==> src/rtl/memshare_pgtbl_writer.sv <==
// Page-table writer: turns a stream of config beats into regFile writes of {isEnd, payload}
// at address {page, flag}, counting one pattern per closing beat until every flag pattern is loaded.
module memshare_pgtbl_writer #(
  parameter int MODE_BITWIDTH       = 2,
  parameter int SHARED_BANK_NUM     = 5,
  parameter int DATA_BITWIDTH       = 7,
  parameter int TYPE0_ADDR_BITWIDTH = MODE_BITWIDTH + SHARED_BANK_NUM
) (
  input  logic                                   sys_clk,
  input  logic                                   rstn,
  input  logic                                   load_start_i,
  input  logic                                   cfg_valid_i,
  output logic                                   cfg_ready_o,
  input  logic [SHARED_BANK_NUM-1:0]             cfg_flag_i,
  input  logic [DATA_BITWIDTH-1:0]               cfg_data_i,
  input  logic                                   cfg_last_i,
  output logic                                   we_o,
  output logic [TYPE0_ADDR_BITWIDTH-1:0]         waddr_o,
  output logic [MODE_BITWIDTH+DATA_BITWIDTH-1:0] wdata_o,
  output logic                                   done_o,
  output logic                                   err_o
);

  localparam logic [1:0] S_IDLE = 2'd0;
  localparam logic [1:0] S_LOAD = 2'd1;
  localparam logic [1:0] S_DONE = 2'd2;

  localparam logic [MODE_BITWIDTH-1:0]   PAGE_MAX = '1;
  localparam logic [SHARED_BANK_NUM:0]   PAT_FULL = {1'b1, {SHARED_BANK_NUM{1'b0}}};

  logic [1:0]                               state_q, state_d;
  logic [MODE_BITWIDTH-1:0]                 page_q, page_d;
  logic [SHARED_BANK_NUM:0]                 pat_q, pat_d;
  logic [SHARED_BANK_NUM-1:0]               flag_q, flag_d;
  logic                                     err_q, err_d;
  logic                                     we_q, we_d;
  logic [TYPE0_ADDR_BITWIDTH-1:0]           waddr_q, waddr_d;
  logic [MODE_BITWIDTH+DATA_BITWIDTH-1:0]   wdata_q, wdata_d;

  logic load_busy;
  logic accept;
  logic closing;
  logic flag_mismatch;

  // Once the last pattern is counted, intake stops while the FSM steps into DONE a cycle later.
  assign load_busy     = (state_q == S_LOAD) && (pat_q != PAT_FULL);
  assign cfg_ready_o   = load_busy && !load_start_i;
  assign accept        = cfg_valid_i && cfg_ready_o;
  assign closing       = cfg_last_i || (page_q == PAGE_MAX);
  assign flag_mismatch = (page_q != '0) && (cfg_flag_i != flag_q);

  always_comb begin
    state_d = state_q;
    page_d  = page_q;
    pat_d   = pat_q;
    flag_d  = flag_q;
    err_d   = err_q;
    we_d    = accept;
    waddr_d = waddr_q;
    wdata_d = wdata_q;
    if (load_start_i) begin
      state_d = S_LOAD;
      page_d  = '0;
      pat_d   = '0;
      flag_d  = '0;
      err_d   = 1'b0;
    end else if ((state_q == S_LOAD) && (pat_q == PAT_FULL)) begin
      state_d = S_DONE;
    end else if (accept) begin
      waddr_d = {page_q, cfg_flag_i};
      wdata_d = {{MODE_BITWIDTH{closing}}, cfg_data_i};
      if (page_q == '0) begin
        flag_d = cfg_flag_i;
      end
      // A forced close (page space exhausted without last) is a protocol error too.
      if ((closing && !cfg_last_i) || flag_mismatch) begin
        err_d = 1'b1;
      end
      if (closing) begin
        page_d = '0;
        pat_d  = pat_q + 1'b1;
      end else begin
        page_d = page_q + 1'b1;
      end
    end
  end

  always_ff @(posedge sys_clk or negedge rstn) begin
    if (!rstn) begin
      state_q <= S_IDLE;
      page_q  <= '0;
      pat_q   <= '0;
      flag_q  <= '0;
      err_q   <= 1'b0;
      we_q    <= 1'b0;
      waddr_q <= '0;
      wdata_q <= '0;
    end else begin
      state_q <= state_d;
      page_q  <= page_d;
      pat_q   <= pat_d;
      flag_q  <= flag_d;
      err_q   <= err_d;
      we_q    <= we_d;
      waddr_q <= waddr_d;
      wdata_q <= wdata_d;
    end
  end

  assign we_o    = we_q;
  assign waddr_o = waddr_q;
  assign wdata_o = wdata_q;
  assign done_o  = (state_q == S_DONE);
  assign err_o   = err_q;

endmodule
==> config.mk <==
export PLATFORM = sky130hd
export DESIGN_NAME = memshare_pgtbl_writer
export DESIGN_NICKNAME = d
export VERILOG_FILES = /design/src/rtl/memshare_pgtbl_writer.sv
export SDC_FILE = /design/constraint.sdc
export NUM_CORES = 1
export LEC_CHECK = 0
export ABC_AREA = 0
export CAP_MARGIN = 25
export CORE_MARGIN = 8
export CORE_UTILIZATION = 60
export DETAILED_ROUTE_END_ITERATION = 10
export DONT_BUFFER_PORTS = 1
export PLACE_DENSITY = 0.86
export SETUP_SLACK_MARGIN = 0.05
export SLEW_MARGIN = 20
export SYNTH_ARGS = -nofsm -noshare
export SYNTH_HDL_FRONTEND = slang
export SYNTH_SLANG_ARGS = --single-unit
==> constraint.sdc <==
create_clock -name sys_clk -period 2.35 [get_ports sys_clk]
set_input_delay 0.235 -clock sys_clk [delete_from_list [all_inputs] [get_ports sys_clk]]
set_output_delay 0.235 -clock sys_clk [all_outputs]
set_load 0.03 [all_outputs]
Word-level counts from Yosys, hierarchy flattened
Index checks and enable logic that the tools add are counted.
{"block": "op_classes", "mux": 18, "eq_ne": 7, "n_reduce_logical": 22, "addsub": 2, "bitwise": 2}
{"op": "6-bit two-way mux", "n": 4}
{"op": "5-bit two-way mux", "n": 4}
{"op": "2-bit two-way mux", "n": 6}
{"op": "3-bit AND reduction", "n": 4}
{"op": "2-bit nonzero test", "n": 6}
{"op": "6-bit by 1-bit adder with 6-bit output (second input constant)", "n": 1}
{"op": "6-bit equality test (second input constant)", "n": 1}
{"op": "1-bit logical AND", "n": 6}
{"op": "6-bit != test (second input constant)", "n": 1}
{"op": "5-bit != test", "n": 1}
{"op": "2-bit equality test (second input constant)", "n": 2}
{"op": "1-bit two-way mux", "n": 4}
{"op": "2-bit by 1-bit adder with 2-bit output (second input constant)", "n": 1}
{"op": "2-bit by 1-bit equality test with 1-bit output (second input constant)", "n": 1}
{"op": "1-bit logical NOT", "n": 2}
{"op": "2-bit logical NOT", "n": 1}
{"op": "1-bit logical OR", "n": 2}
{"op": "2-bit != test (second input constant)", "n": 1}
{"op": "1-bit inverter", "n": 2}
{"op": "2-bit AND reduction", "n": 1}
{"block": "totals", "output_inout_bits": 20, "inputBits": 17, "reg_bits": 32}

Logic depth before layout (Yosys ltp)
{"block": "logic_depth", "word_depth": 8, "mapped_depth": 8, "depth_no_buf": 6}

Least setup slack after synthesis
OpenSTA, ideal clock, no wires.
{"block": "synth_timing", "path_kind": "flip-flop to flip-flop", "startpoint": "register state_q[1]", "endpoint": "register pat_q[1]", "path_buffers": 1, "stages_incl_launch_ff": 6, "arrival_ns": 1.740, "setup_time_ns": 0.125, "required_ns": 2.225, "slack_ns": 0.485, "path_cell_list": "dfrtp_1 -> or3b_4 -> a211o_1 -> buf_6 -> nor2_1 -> mux2_2"}
{"block": "synth_via", "elab_chain_cells": 6}
{"element": "start, declared", "line_no": "31", "rtl": "logic [1:0] state_q, state_d;"}
{"element": "start signal, assigned", "line_no": "99", "rtl": "state_q <= state_d;"}
{"element": "2-bit by 1-bit equality test with 1-bit output *", "line_no": "46, 67"}
{"element": "1-bit logical AND", "line_no": "46", "rtl": "assign load_busy = (state_q == S_LOAD) && (pat_q != PAT_FULL);"}
{"element": "1-bit logical AND", "line_no": "47", "rtl": "assign cfg_ready_o = load_busy && !load_start_i;"}
{"element": "1-bit logical AND", "line_no": "48", "rtl": "assign accept = cfg_valid_i && cfg_ready_o;"}
{"element": "2-bit nonzero test (no source line)"}
{"element": "3-bit AND reduction (no source line) *"}
{"element": "end signal, assigned", "line_no": "101", "rtl": "pat_q <= pat_d;"}
{"element": "end, declared", "line_no": "33", "rtl": "logic [SHARED_BANK_NUM:0] pat_q, pat_d;"}
Mark *: on every way between the ends. The rest lies on a longest branch, timed or not.
A chain may end at the register's enable or synchronous reset.

Final worst setup path
{"block": "layout_timing", "startpoint": "register state_q[1]", "endpoint": "register pat_q[4]"}
Same word-level chain as after synthesis.

==> results_dict.tcl <==
set metrics [dict create \
    cts.sinks 32 \
    reg2reg_setup_slack_ns 0.31 \
    dr.pass1.iters 5 \
    cts-resized-gates 0 \
    finalSetupViolations 0 \
    start_util 0.6106 \
    drv_cap 0 \
    post_synth_inst_count 148 \
    grt_pass1_vias 1138 \
    yosysWarnings 0 \
    holdCritStartpoint "cfg_data_i[3]" \
    power_density_nw_per_um2 777.3 \
    hold_class "in -> reg" \
    cp_data_required_time_ns 2.61 \
    clk_latency_ns 0.32 \
    tightest_slew_ns 0.6751 \
    hold_path_depth 2 \
    crit_chain "or3b_4, a211o_1, buf_4, or4_1, nand2_1" \
    grt_pass1_wl_mm 5.313 \
    r2r_start "state_q[1]" \
    synth_cell_types 33 \
    start_kind "register" \
    cp_slowest_cell "or4_1" \
    crit_arrival_ns 2.30 \
    vias_per_cell 5.590 \
    min_period_ns 2.036 \
    core_area_um2 2410 \
    avgSynthCellArea_um2 9.942 \
    tns_ns 0 \
    cts-root-buf "clkbuf_4" \
    ys_top_cells_by_area "dfrtp_1 54%, nand2_1 11%, mux2i_1 4.1%, ha_1 3.4%, nor2_1 2.6%" \
    ys_seq_area_frac 0.5442 \
    cts_buffers 5 \
    final_max_slew_viol_count 0 \
    power.leakage_uw 0.0008082 \
    min_to "wdata_o[3]" \
    status "finished, final reports clean" \
    pin_count 37 \
    cts_setup_buffers 0 \
    vias 1051 \
    grt_max_degree 33 \
    row_count 18 \
    crit_fanout 17 \
    fin_util 0.6848 \
    synth_top_area_cell "dfrtp_1" \
    vdd_drop_max_mv 0.6281 \
    antenna_found_initial 0 \
    finalHoldViolations 0 \
    synth_top_cell_area_share 0.5442 \
    cts_tree "done" \
    clk_path_buf_depth 2 \
    die_h_um 65.52 \
    synth_seq_cells 32 \
    rr_worst_depth 5 \
    routed_wl_mm 3.094 \
    synth_fp_nets 169 \
    drive_above_1_share 0.1076 \
    slowest_delay_ns 0.50 \
    maxSlewHeadroom 0.5513 \
    diodes 0 \
    fin_crit_sh 0.8662 \
    crit_family "simple AND/OR/NAND/NOR gates" \
    rsz0062_at_grt "false" \
    fillers 159 \
    die_w_um 65.52 \
    fin_nets 178 \
    worst-path-buf-inv 1 \
    cts_htree_levels 2 \
    grt_remaining_overflow 0 \
    die_area_um2 4293 \
    wl_per_cell_um 16.46 \
    syn-cell-area_um2 1471 \
    skew_ns 0.006737 \
    antenna_left 0 \
    io_buffer_count 0 \
    cp-end-kind "register" \
    crit_type "reg -> reg" \
    drt_iter0_drc 64 \
    place.gp.congestion 0.7622 \
    grt_usage 0.1601 \
    drc_errors 0 \
    hpwl_mm 2.210 \
    fmaxAchievable_mhz 491.3 \
    area_growth_pct 12.16 \
    rr_endpoint "pat_q[4]" \
    clkSlewWorstSetupHoldPaths_ns 0.10 \
]
metal layers:
layer | up-vias | wire length (um) | track usage
met5 | - | 0 | 0
met4 | 0 | 42 | 0.06540
met3 | 5 | 227 | 0.07143
met2 | 28 | 1546 | 0.2571
met1 | 508 | 1278 | 0.1817
li1 | 510 | - | -
synthesized netlist by cell type:
cell type   n
a211o_1     1
a211oi_2    1
a21o_1      1
a21oi_1     3
a22o_1      1
a31oi_1     1
buf_2       2
buf_4       1
buf_6       1
clkbuf_1    2
dfrtp_1    32
ha_1        4
inv_1       8
mux2_2      2
mux2i_1     6
nand2_1    43
nand2b_1    1
nand3_1     2
nand4_1     1
nor2_1     10
nor2b_1     2
nor3_1      3
nor4_1      1
nor4b_2     1
o211ai_1    1
o21ai_0     3
o311ai_0    2
o31ai_1     2
o41ai_1     1
or3b_4      1
or4_1       2
xnor2_1     3
xor2_1      3
worst max path at each step:
stage                     startpoint       end  slack [ns]  cells after the start
final                     state_q[1]  pat_q[4]        0.31                      5
after global routing      state_q[1]  pat_q[4]        0.23                      5
after CTS                 state_q[1]  pat_q[4]        0.31                      5
after detailed placement  state_q[1]  pat_q[4]        0.34                      5
after global placement    state_q[1]  pat_q[4]        0.39                      5
after floorplan           state_q[1]  pat_q[1]        0.49                      5
where the power goes:
part	internal, uW	switching, uW	leakage [uW]
Sequential	591	107	0.000417
Clock	282	187	0.0000515
Combinational	47.8	68.1	0.000340
layout make-up:
class / instances / area [um2] / share of cell area
clock inverters: 1 / 30.03 / 0.01820
clock buffers: 7 / 65.06 / 0.03942
repair buffers: 8 / 82.58 / 0.05004
well taps: 30 / 37.54 / 0.02274
multi-input cells: 102 / 604.3 / 0.3662
inverters: 8 / 30.03 / 0.01820
flip-flops and latches: 32 / 800.8 / 0.4852
worst register-to-register path: cells and delay by family, from the launching register on:
| family | cells | cell delay, ns |
|---|---|---|
| AOI/OAI and AO/OA | 1 | 0.37 |
| buffers and inverters | 1 | 0.23 |
| DFF | 1 | 0.41 |
| and+or+nand+nor | 3 | 0.97 |
metrics by stage:
| stage | hold WS (ns) | worst slack [ns] | total power, uW | area [um2] | std cells |
|---|---|---|---|---|---|
| final | 0.01162 | 0.3144 | 1283 | 1650 | 188 |
| after global routing | 0.0003035 | 0.2255 | 1337 | 1650 | 188 |
| after CTS | 0.002200 | 0.3094 | 1291 | 1640 | 187 |
| after detailed placement | -0.05925 | 0.3366 | 804.4 | 1495 | 175 |
| after global placement | -0.05946 | 0.3949 | 797.1 | 1495 | 175 |
| after floorplan | -0.06059 | 0.4851 | 783.0 | 1471 | 148 |
placed cells by master, fill, tap and decap left out, types with 2 or more instances in the layout:
| master | count |
|---|---|
| clkbuf_4 | 5 |
| or4_1 | 2 |
| nor2_1 | 10 |
| nor3_1 | 3 |
| o21ai_0 | 3 |
| clkbuf_8 | 2 |
| nand2_1 | 43 |
| xnor2_1 | 3 |
| mux2_2 | 2 |
| o31ai_1 | 2 |
| xor2_1 | 3 |
| ha_1 | 4 |
| buf_4 | 3 |
| mux2i_1 | 6 |
| nand3_1 | 2 |
| dlygate4sd3_1 | 4 |
| inv_1 | 8 |
| o311ai_0 | 2 |
| nor2b_1 | 2 |
| a21oi_1 | 3 |
| dfrtp_1 | 32 |
cells by family (layout without fill, tap and decap cells):
family / Yosys count / in the layout / synth area share
xor gates and xnor gates: 6 / 6 / 0.03572
buffers and inverters: 14 / 24 / 0.04507
AOI/OAI and AO/OA: 17 / 17 / 0.08333
and+or+nand+nor: 67 / 67 / 0.2015
muxes: 8 / 8 / 0.05612
DFF: 32 / 32 / 0.5442
adders and majority gates: 4 / 4 / 0.03401
state kept, by name, indices dropped and copies added (netlist names):
name,count
flag_q,5
we_o,1
state_q,2
page_q,2
waddr_o,7
pat_q,6
wdata_o,8
err_o,1
what timing repair did:
| item | 4_1_cts | 5_1_grt |
|---|---|---|
| hold endpoints to repair | 42 | 1 |
| hold buffers | 4 | 1 |
| endpoints found under the setup margin | 0 | 0 |
No activity file was read; power rests on OpenSTA's default activity.
